### src/rtl/lfsr_stream.sv
// lfsr_stream: Fibonacci LFSR emitting W bits per cycle as a valid/ready word stream
//   Optional recovery from the all-zero state: define LFSR_LOCKUP_RECOVER_EN
//   clk_i        rising-edge clock
//   reset_i      synchronous active-high reset
//   enable_i     permits generation of new words
//   seed_load_i  loads seed_i into the state, discards any pending word
//   seed_i       N-bit seed
//   m_valid_o    m_data_o holds a valid word
//   m_ready_i    consumer accepts the word
//   m_data_o     W-bit word, bit 0 generated first
//   word_cnt_o   accepted-word count, wraps
//   lockup_o     state is all-zero
module lfsr_stream #(
    parameter int N = 8,
    parameter int W = 1,
    parameter logic [N-1:0] START_VALUE = {{(N-1){1'b0}}, 1'b1},
    parameter logic [N-1:0] TAPS = {{(N-2){1'b0}}, 2'b11},
    parameter int CNT_W = 32
) (
    input  logic             clk_i,
    input  logic             reset_i,
    input  logic             enable_i,
    input  logic             seed_load_i,
    input  logic [N-1:0]     seed_i,
    output logic             m_valid_o,
    input  logic             m_ready_i,
    output logic [W-1:0]     m_data_o,
    output logic [CNT_W-1:0] word_cnt_o,
    output logic             lockup_o
);
    logic [N-1:0] state;
    logic [N-1:0] state_next;
    logic [W-1:0] word;
    logic         gen;
    logic         hs;

    // W chained steps: each emits the MSB, then shifts in the tap parity
    always_comb begin
        state_next = state;
        word = '0;
        for (int k = 0; k < W; k++) begin
            word[k] = state_next[N-1];
            state_next = {state_next[N-2:0], ^(state_next & TAPS)};
        end
    end

    assign hs  = m_valid_o & m_ready_i;
    assign gen = enable_i & ~seed_load_i & (~m_valid_o | m_ready_i);

    always_ff @(posedge clk_i) begin
        if (reset_i) begin
            state      <= START_VALUE;
            m_valid_o  <= 1'b0;
            m_data_o   <= '0;
            word_cnt_o <= '0;
            lockup_o   <= (START_VALUE == '0);
        end else if (seed_load_i) begin
            // the same-cycle handshake is dropped along with the word
            state     <= seed_i;
            m_valid_o <= 1'b0;
            lockup_o  <= (seed_i == '0);
`ifdef LFSR_LOCKUP_RECOVER_EN
        end else if (state == '0) begin
            // recovery cycle: reload instead of stepping, no new word
            state      <= START_VALUE;
            m_valid_o  <= m_valid_o & ~m_ready_i;
            word_cnt_o <= word_cnt_o + CNT_W'(hs);
            lockup_o   <= (START_VALUE == '0);
`endif
        end else begin
            word_cnt_o <= word_cnt_o + CNT_W'(hs);
            if (gen) begin
                m_data_o  <= word;
                state     <= state_next;
                m_valid_o <= 1'b1;
                lockup_o  <= (state_next == '0);
            end else if (hs) begin
                m_valid_o <= 1'b0;
            end
        end
    end
endmodule

### config.mk
export PLATFORM = sky130hd
export DESIGN_NAME = lfsr_stream
export DESIGN_NICKNAME = d
export VERILOG_FILES = /design/src/rtl/lfsr_stream.sv
export SDC_FILE = /design/constraint.sdc
export NUM_CORES = 1
export LEC_CHECK = 0
export CORE_MARGIN = 4
export CORE_UTILIZATION = 44
export DETAILED_ROUTE_END_ITERATION = 8
export PLACE_DENSITY = 0.73
export SLEW_MARGIN = 20
export SYNTH_ARGS = -nofsm -noshare
export SYNTH_HDL_FRONTEND = slang
export SYNTH_SLANG_ARGS = --single-unit
### constraint.sdc
create_clock -name clk_i -period 2.2 [get_ports clk_i]
set_clock_uncertainty 0.1 [all_clocks]
set_input_delay 0.44 -clock clk_i [delete_from_list [all_inputs] [get_ports clk_i]]
set_output_delay 0.44 -clock clk_i [all_outputs]
set_load 0.01 [all_outputs]
==> results.py, run 1 <==
metrics = {
    "placed_design": {
        "io_buffers": 47,
        "placed_area_sq_um": 2680,
        "gp_congestion": 0.715,
        "dp_cells": 332,
        "dpl.hpwl_mm": 3.29,
    },
    "final_layout": {
        "register_area_sq_um": 861,
        "fin_util_pct": 64.5,
        "mostFrequentLayoutCell": "clkdlybuf4s50_1",
        "nFillCells": 381,
        "layout.cells.non_filler": 341,
        "fin_area_sq_um": 2850,
        "drive_gt1_share_pct": 17.0,
        "num-nets-final": 305,
        "final_cell_mix": "clkdlybuf4s50_1, dfxtp_1, nor2_1",
        "multi_input_area_sq_um": 1160,
        "diodes": 0,
        "syn_to_final_growth_pct": 39.7,
    },
    "route": {
        "vias_per_cell": 5.24,
        "vias": 1788,
        "post_drt_wl_per_cell_microns": 14.0,
        "first_pass_iters": 4,
        "finalWirelength_mm": 4.77,
        "ant_nets": 0,
        "drtIter0Drc": 115,
        "drc": 0,
    },
    "floorplan": {
        "std_cell_rows": 24,
        "die-area_sq_um": 5780,
        "die_w_microns": 76.0,
        "die_h_microns": 76.0,
        "ios": 48,
        "initial_core_util_pct": 46.1,
        "core_area_sq_um": 4410,
    },
    "worst_setup_path": {
        "worst_path_largest_cell_delay_ns": 0.60,
        "end_kind": "output pin",
        "critPathLaunchType": "flop",
        "worst-path-buf-inv": 1,
        "critPathMaxFanout": 7,
        "worstPathArrival_ns": 1.40,
        "rrSetupSlack_ns": 0.30,
        "cp_slowest_cell": "clkdlybuf4s50_1",
        "path_delay_family": "buffers and inverters",
        "worst-setup-path-type": "reg2out",
        "cp.required_ns": 1.66,
        "crit_chain": "clkdlybuf4s50_1",
    },
    "global_route": {
        "grt_max_degree": 44,
        "antenna_found_initial": 0,
        "grt_overflow": 0,
        "grt_pass1_vias": 1719,
        "grt.total_usage_pct": 16.2,
        "grt_pass1_wl_mm": 7.89,
    },
    "status": {
        "run_status": "finished, final reports clean",
    },
    "synthesis": {
        "netlist_area_sq_um": 2040,
        "ys_seq_area_share_pct": 42.3,
        "syn-instance-count": 224,
        "synth_area_per_cell_sq_um": 9.09,
        "yosysWarnings": 0,
        "ys_ff_latch": 43,
        "syn_nets": 241,
        "synthFlopType": "dfxtp_1",
        "synth.area.top_cells": "dfxtp_1, xor2_1, nor2_1",
        "synth_top_area_share_pct": 42.3,
        "async_flop_share_pct": 0,
        "synth_edf_count": 0,
        "yosys.area.top_type": "dfxtp_1",
        "yosysUniqueCellTypes": 39,
    },
    "sta": {
        "rsz0062_at_grt": "false",
        "worst-slew-pin-transition_ns": 0.312,
        "period_minus_slack_ns": 1.94,
        "period_share_pct": 88.2,
        "fmax_ghz": 0.515,
        "hold_viol_final": 0,
        "setup_tns_ns": 0,
        "max_slew_margin_pct": 79.2,
        "setup-violations-final": 0,
        "drv_slew": 0,
    },
    "cts": {
        "cts_tree": "done",
        "clk_latency_ns": 0.29,
        "clk_pin_slew_ns": 0.08,
        "cts_root_buf": "clkbuf_8",
        "clk_path_buf_depth": 2,
        "cts.sinks": 43,
        "htree_levels": 2,
        "cts_made_buffers": 5,
    },
    "power_and_ir_drop": {
        "p_per_area_nw_per_um2": 514,
        "p_leak_nw": 1.09,
        "irDropWorstVdd_uv": 376,
    },
    "job": {
        "maxCapViolations": 0,
    },
    "min_path": {
        "hold_path_class": "reg2reg",
    },
}
worst paths after layout:
kind | from | endpoint | depth (start not counted)
worst max-delay path | word_cnt_o[1]$_SDFFE_PP0N_ | word_cnt_o[1] | 1
worst min-delay path | state[7]$_SDFFE_PP0P_ | m_data_o$_SDFFE_PP0P_ | 2
worst max register to register | word_cnt_o[7]$_SDFFE_PP0N_ | word_cnt_o[31]$_SDFFE_PP0N_ | 5
worst min register to register | state[7]$_SDFFE_PP0P_ | m_data_o$_SDFFE_PP0P_ | 2
cell type report:
class / count / share of cell area, %
multi-input combinational: 165 / 40.8
sequential: 43 / 30.3
timing repair buffer: 67 / 22.3
clock buffer: 8 / 3.52
tap: 52 / 2.29
inverter: 6 / 0.792
where the power goes:
| part | leakage, nW | total [W] | internal [W] | switching, W |
|---|---|---|---|---|
| Sequential | 0.348 | 0.000800 | 0.000790 | 0.00000963 |
| Clock | 0.0515 | 0.000550 | 0.000287 | 0.000263 |
| Combinational | 0.691 | 0.000112 | 0.0000618 | 0.0000505 |
cell families (layout without fill, tap and decap cells):
| group | after synthesis | after routing | share of synthesized area [%] |
|---|---|---|---|
| AO/OA/AOI/OAI | 20 | 20 | 5.22 |
| XOR/XNOR | 24 | 24 | 10.3 |
| adder cells (fa/ha/maj) | 4 | 4 | 2.46 |
| buffers and inverters | 16 | 81 | 3.25 |
| flip-flops | 43 | 43 | 42.3 |
| multiplexers | 15 | 15 | 7.74 |
| AND/OR/NAND/NOR | 102 | 102 | 28.7 |
flip-flops by register name, indices dropped and copies added (netlist names):
signal	count
state	8
word_cnt_o	32
m_valid_o	1
m_data_o	1
lockup_o	1
synthesized netlist by cell type, types with 2 or more instances:
| library cell | n |
|---|---|
| nor4_1 | 2 |
| nand3_1 | 11 |
| nand2_1 | 10 |
| o21ai_0 | 10 |
| and4_1 | 3 |
| mux2_2 | 6 |
| nor2b_1 | 3 |
| dfxtp_1 | 43 |
| nor4_2 | 2 |
| nor3_1 | 5 |
| mux2i_1 | 9 |
| xor2_1 | 20 |
| nand4_1 | 9 |
| ha_1 | 4 |
| xnor2_1 | 4 |
| inv_1 | 6 |
| a21oi_1 | 8 |
| or3_1 | 6 |
| nand4b_1 | 3 |
| nor2_1 | 36 |
| clkbuf_1 | 6 |
metrics by stage:
step                total power [W]  hold WS (ns)  setup WS, ns
floorplan                  0.000878         0.328         0.100
global placement           0.000926         0.338        -0.339
detailed placement         0.000929         0.352        -0.430
CTS                         0.00147         0.361        0.0104
global route                0.00152         0.388        0.0993
finish                      0.00146         0.363         0.259
repair_timing:
item,in CTS,in global routing
gates resized for setup,3,10
hold buffers,0,0
cloned,0,0
pin swaps,3,7
setup buffers,0,1
setup endpoints to repair,10,15
layer usage:
layer	up-vias	part of all wire, %	GRT usage, %
li1	907	-	-
met1	837	47	21.1
met2	36	48	25.9
met3	8	3.7	4.02
met4	0	1.4	5.34
met5	-	0	0
(Power assumes the default switching activity.)
==> run 2: changes to the inputs <==
- PLACE_DENSITY: 0.73 -> unset
- PLACE_DENSITY_LB_ADDON: unset -> 0.1
==> run 2 against run 1 <==
Compared with the run above: combinational power is essentially flat; via count is 2.2% lower; register-to-register slack worse by 0.07 ns; cell count shrank 0.59%.
==> results.py, run 2 (same netlist as run 1, synthesis figures left out) <==
metrics = {
    "cts": {
        "clk_path_buf_depth": 2,
        "hold_buffers": 0,
        "htree_levels": 2,
        "cts_tree": "done",
        "clk_latency_ns": 0.29,
        "cts_made_buffers": 5,
        "cts.sinks": 43,
        "clk_pin_slew_ns": 0.08,
        "cts_root_buf": "clkbuf_8",
    },
    "worst_setup_path": {
        "crit_start": "m_ready_i",
        "worst-setup-path-type": "in2reg",
        "reg2reg_depth": 10,
        "reg2reg_from": "m_valid_o$_SDFFE_PP0P_",
        "worstPathArrival_ns": 2.08,
        "r2r_end": "word_cnt_o[29]$_SDFFE_PP0N_",
        "worst_path_largest_cell_delay_ns": 0.29,
        "critPathMaxFanout": 5,
        "rrSetupSlack_ns": 0.23,
        "cp_slowest_cell": "nor4_4",
        "end_kind": "flop",
        "crit_chain": "dlygate4sd2_1, inv_1, nor2_2, buf_4, ha_1, nand4b_1, nor4_4, buf_4, nand4_1, xor2_1, nor2_1",
        "critPathLaunchType": "primary input",
        "crit_path_frequent_cell": "buf_4",
        "cp.required_ns": 2.28,
    },
    "sta": {
        "max_slew_margin_pct": 80.0,
        "holdWs_ns": 0.367,
        "setup_tns_ns": 0,
        "period_minus_slack_ns": 1.99,
        "period_share_pct": 90.6,
        "setup-violations-final": 0,
        "rsz0062_at_grt": "false",
        "hold_viol_final": 0,
        "drv_slew": 0,
        "fmax_ghz": 0.502,
        "worst-slew-pin-transition_ns": 0.299,
    },
    "final_layout": {
        "layout.cells.non_filler": 339,
        "nFillCells": 398,
        "final_cell_mix": "clkdlybuf4s50_1, dfxtp_1, nor2_1",
        "drive_gt1_share_pct": 14.6,
        "diodes": 0,
        "top_regs": "word_cnt_o (32), state (8)",
        "largest_register_ffs": 32,
        "mostFrequentLayoutCell": "clkdlybuf4s50_1",
        "top_register": "word_cnt_o",
        "syn_to_final_growth_pct": 36.4,
        "num-nets-final": 303,
    },
    "floorplan": {
        "die_w_microns": 76.0,
        "core_area_sq_um": 4410,
        "die-area_sq_um": 5780,
        "ios": 48,
        "initial_core_util_pct": 46.1,
        "std_cell_rows": 24,
        "die_h_microns": 76.0,
    },
    "route": {
        "ant_nets": 0,
        "post_drt_wl_per_cell_microns": 12.8,
        "drc": 0,
        "vias_per_cell": 5.16,
        "drtIter0Drc": 42,
        "vias": 1748,
        "first_pass_iters": 4,
        "finalWirelength_mm": 4.33,
    },
    "global_route": {
        "grt_max_degree": 39,
        "grt_pass1_wl_mm": 7.65,
        "grt.total_usage_pct": 15.5,
        "grt_overflow": 0,
        "grt_pass1_vias": 1682,
        "antenna_found_initial": 0,
    },
    "min_path": {
        "hp-start": "state[7]$_SDFFE_PP0P_",
        "hold_path_class": "reg2reg",
        "holdPathStages": 2,
        "whs_endpoint": "m_data_o$_SDFFE_PP0P_",
    },
    "job": {
        "maxCapViolations": 0,
    },
    "placed_design": {
        "dp_cells": 330,
        "gp_congestion": 0.804,
        "dpl.hpwl_mm": 3.15,
        "io_buffers": 47,
    },
    "power_and_ir_drop": {
        "irDropWorstVdd_uv": 422,
        "total_power_w": 0.00138,
        "p_leak_nw": 1.07,
        "p_per_area_nw_per_um2": 498,
    },
    "status": {
        "run_status": "finished, final reports clean",
    },
}
==> run 2: changes by cell type in the layout (fill, tap and decap cells not counted), sizes merged <==
cell,change
buf,-2
clkbuf,-1
clkinv,+1
dlygate4sd2,+1
dlymetal6s2s,-1
==> run 2: routing by layer <==
metal  up-vias  part of all wire, %  GRT usage [%]
met5         -                    0              0
met4         0                  1.7           5.69
met3         8                  3.4           3.31
met2        30                   47           25.3
met1       800                   47           19.8
li1        910                    -              -
==> run 2: area by class of cell <==
type / count / area, sq um / area share, %
clock inverter: 1 / 5.00 / 0.180
multi-input combinational: 165 / 1130 / 40.7
clock buffer: 7 / 76.3 / 2.75
sequential: 43 / 861 / 31.0
inverter: 6 / 22.5 / 0.810
timing repair buffer: 65 / 617 / 22.2
tap: 52 / 65.1 / 2.34
==> run 2: timing repair <==
item	in CTS	in global routing
gates resized for setup	6	0
endpoints found under the setup margin	13	0
buffers inserted	1	0
==> run 2: metrics by stage <==
stage / utilization [%] / worst slack (ns) / area (sq um)
final: 63.0 / 0.207 / 2780
after floorplan: - / 0.100 / 2040
after global placement: 60.5 / -0.396 / 2670
after global routing: 63.0 / 0.0215 / 2780
after detailed placement: 60.5 / -0.458 / 2670
after CTS: 63.0 / 0.209 / 2780
==> run 2: where the power goes <==
| group | internal [W] | switching [W] |
|---|---|---|
| Sequential | 0.000790 | 0.00000855 |
| Clock | 0.000223 | 0.000253 |
| Combinational | 0.0000603 | 0.0000483 |
| Total | 0.00107 | 0.000310 |
==> run 2: worst max path at each step <==
stage                                              to  slack, ns  cells after the start
after detailed placement  word_cnt_o[26]$_SDFFE_PP0N_      -0.46                     10
after CTS                 word_cnt_o[29]$_SDFFE_PP0N_       0.21                     11
after global routing      word_cnt_o[26]$_SDFFE_PP0N_       0.02                     10
final                     word_cnt_o[29]$_SDFFE_PP0N_       0.21                     11
after floorplan           word_cnt_o[22]$_SDFFE_PP0N_        0.1                      9
after global placement    word_cnt_o[22]$_SDFFE_PP0N_      -0.40                     10
==> run 2: critical path: cells and delay by family <==
family | cells | cell delay (ns)
xor+xnor | 1 | 0.17
fa+ha+maj | 1 | 0.13
buf+inv | 4 | 0.57
simple gates | 5 | 0.78
==> run 3: changes to the inputs <==
- CTS_CLUSTER_DIAMETER: unset -> 100
==> results of run 3 <==
No change in the layout: final DEF, timing and power equal those of run 2.
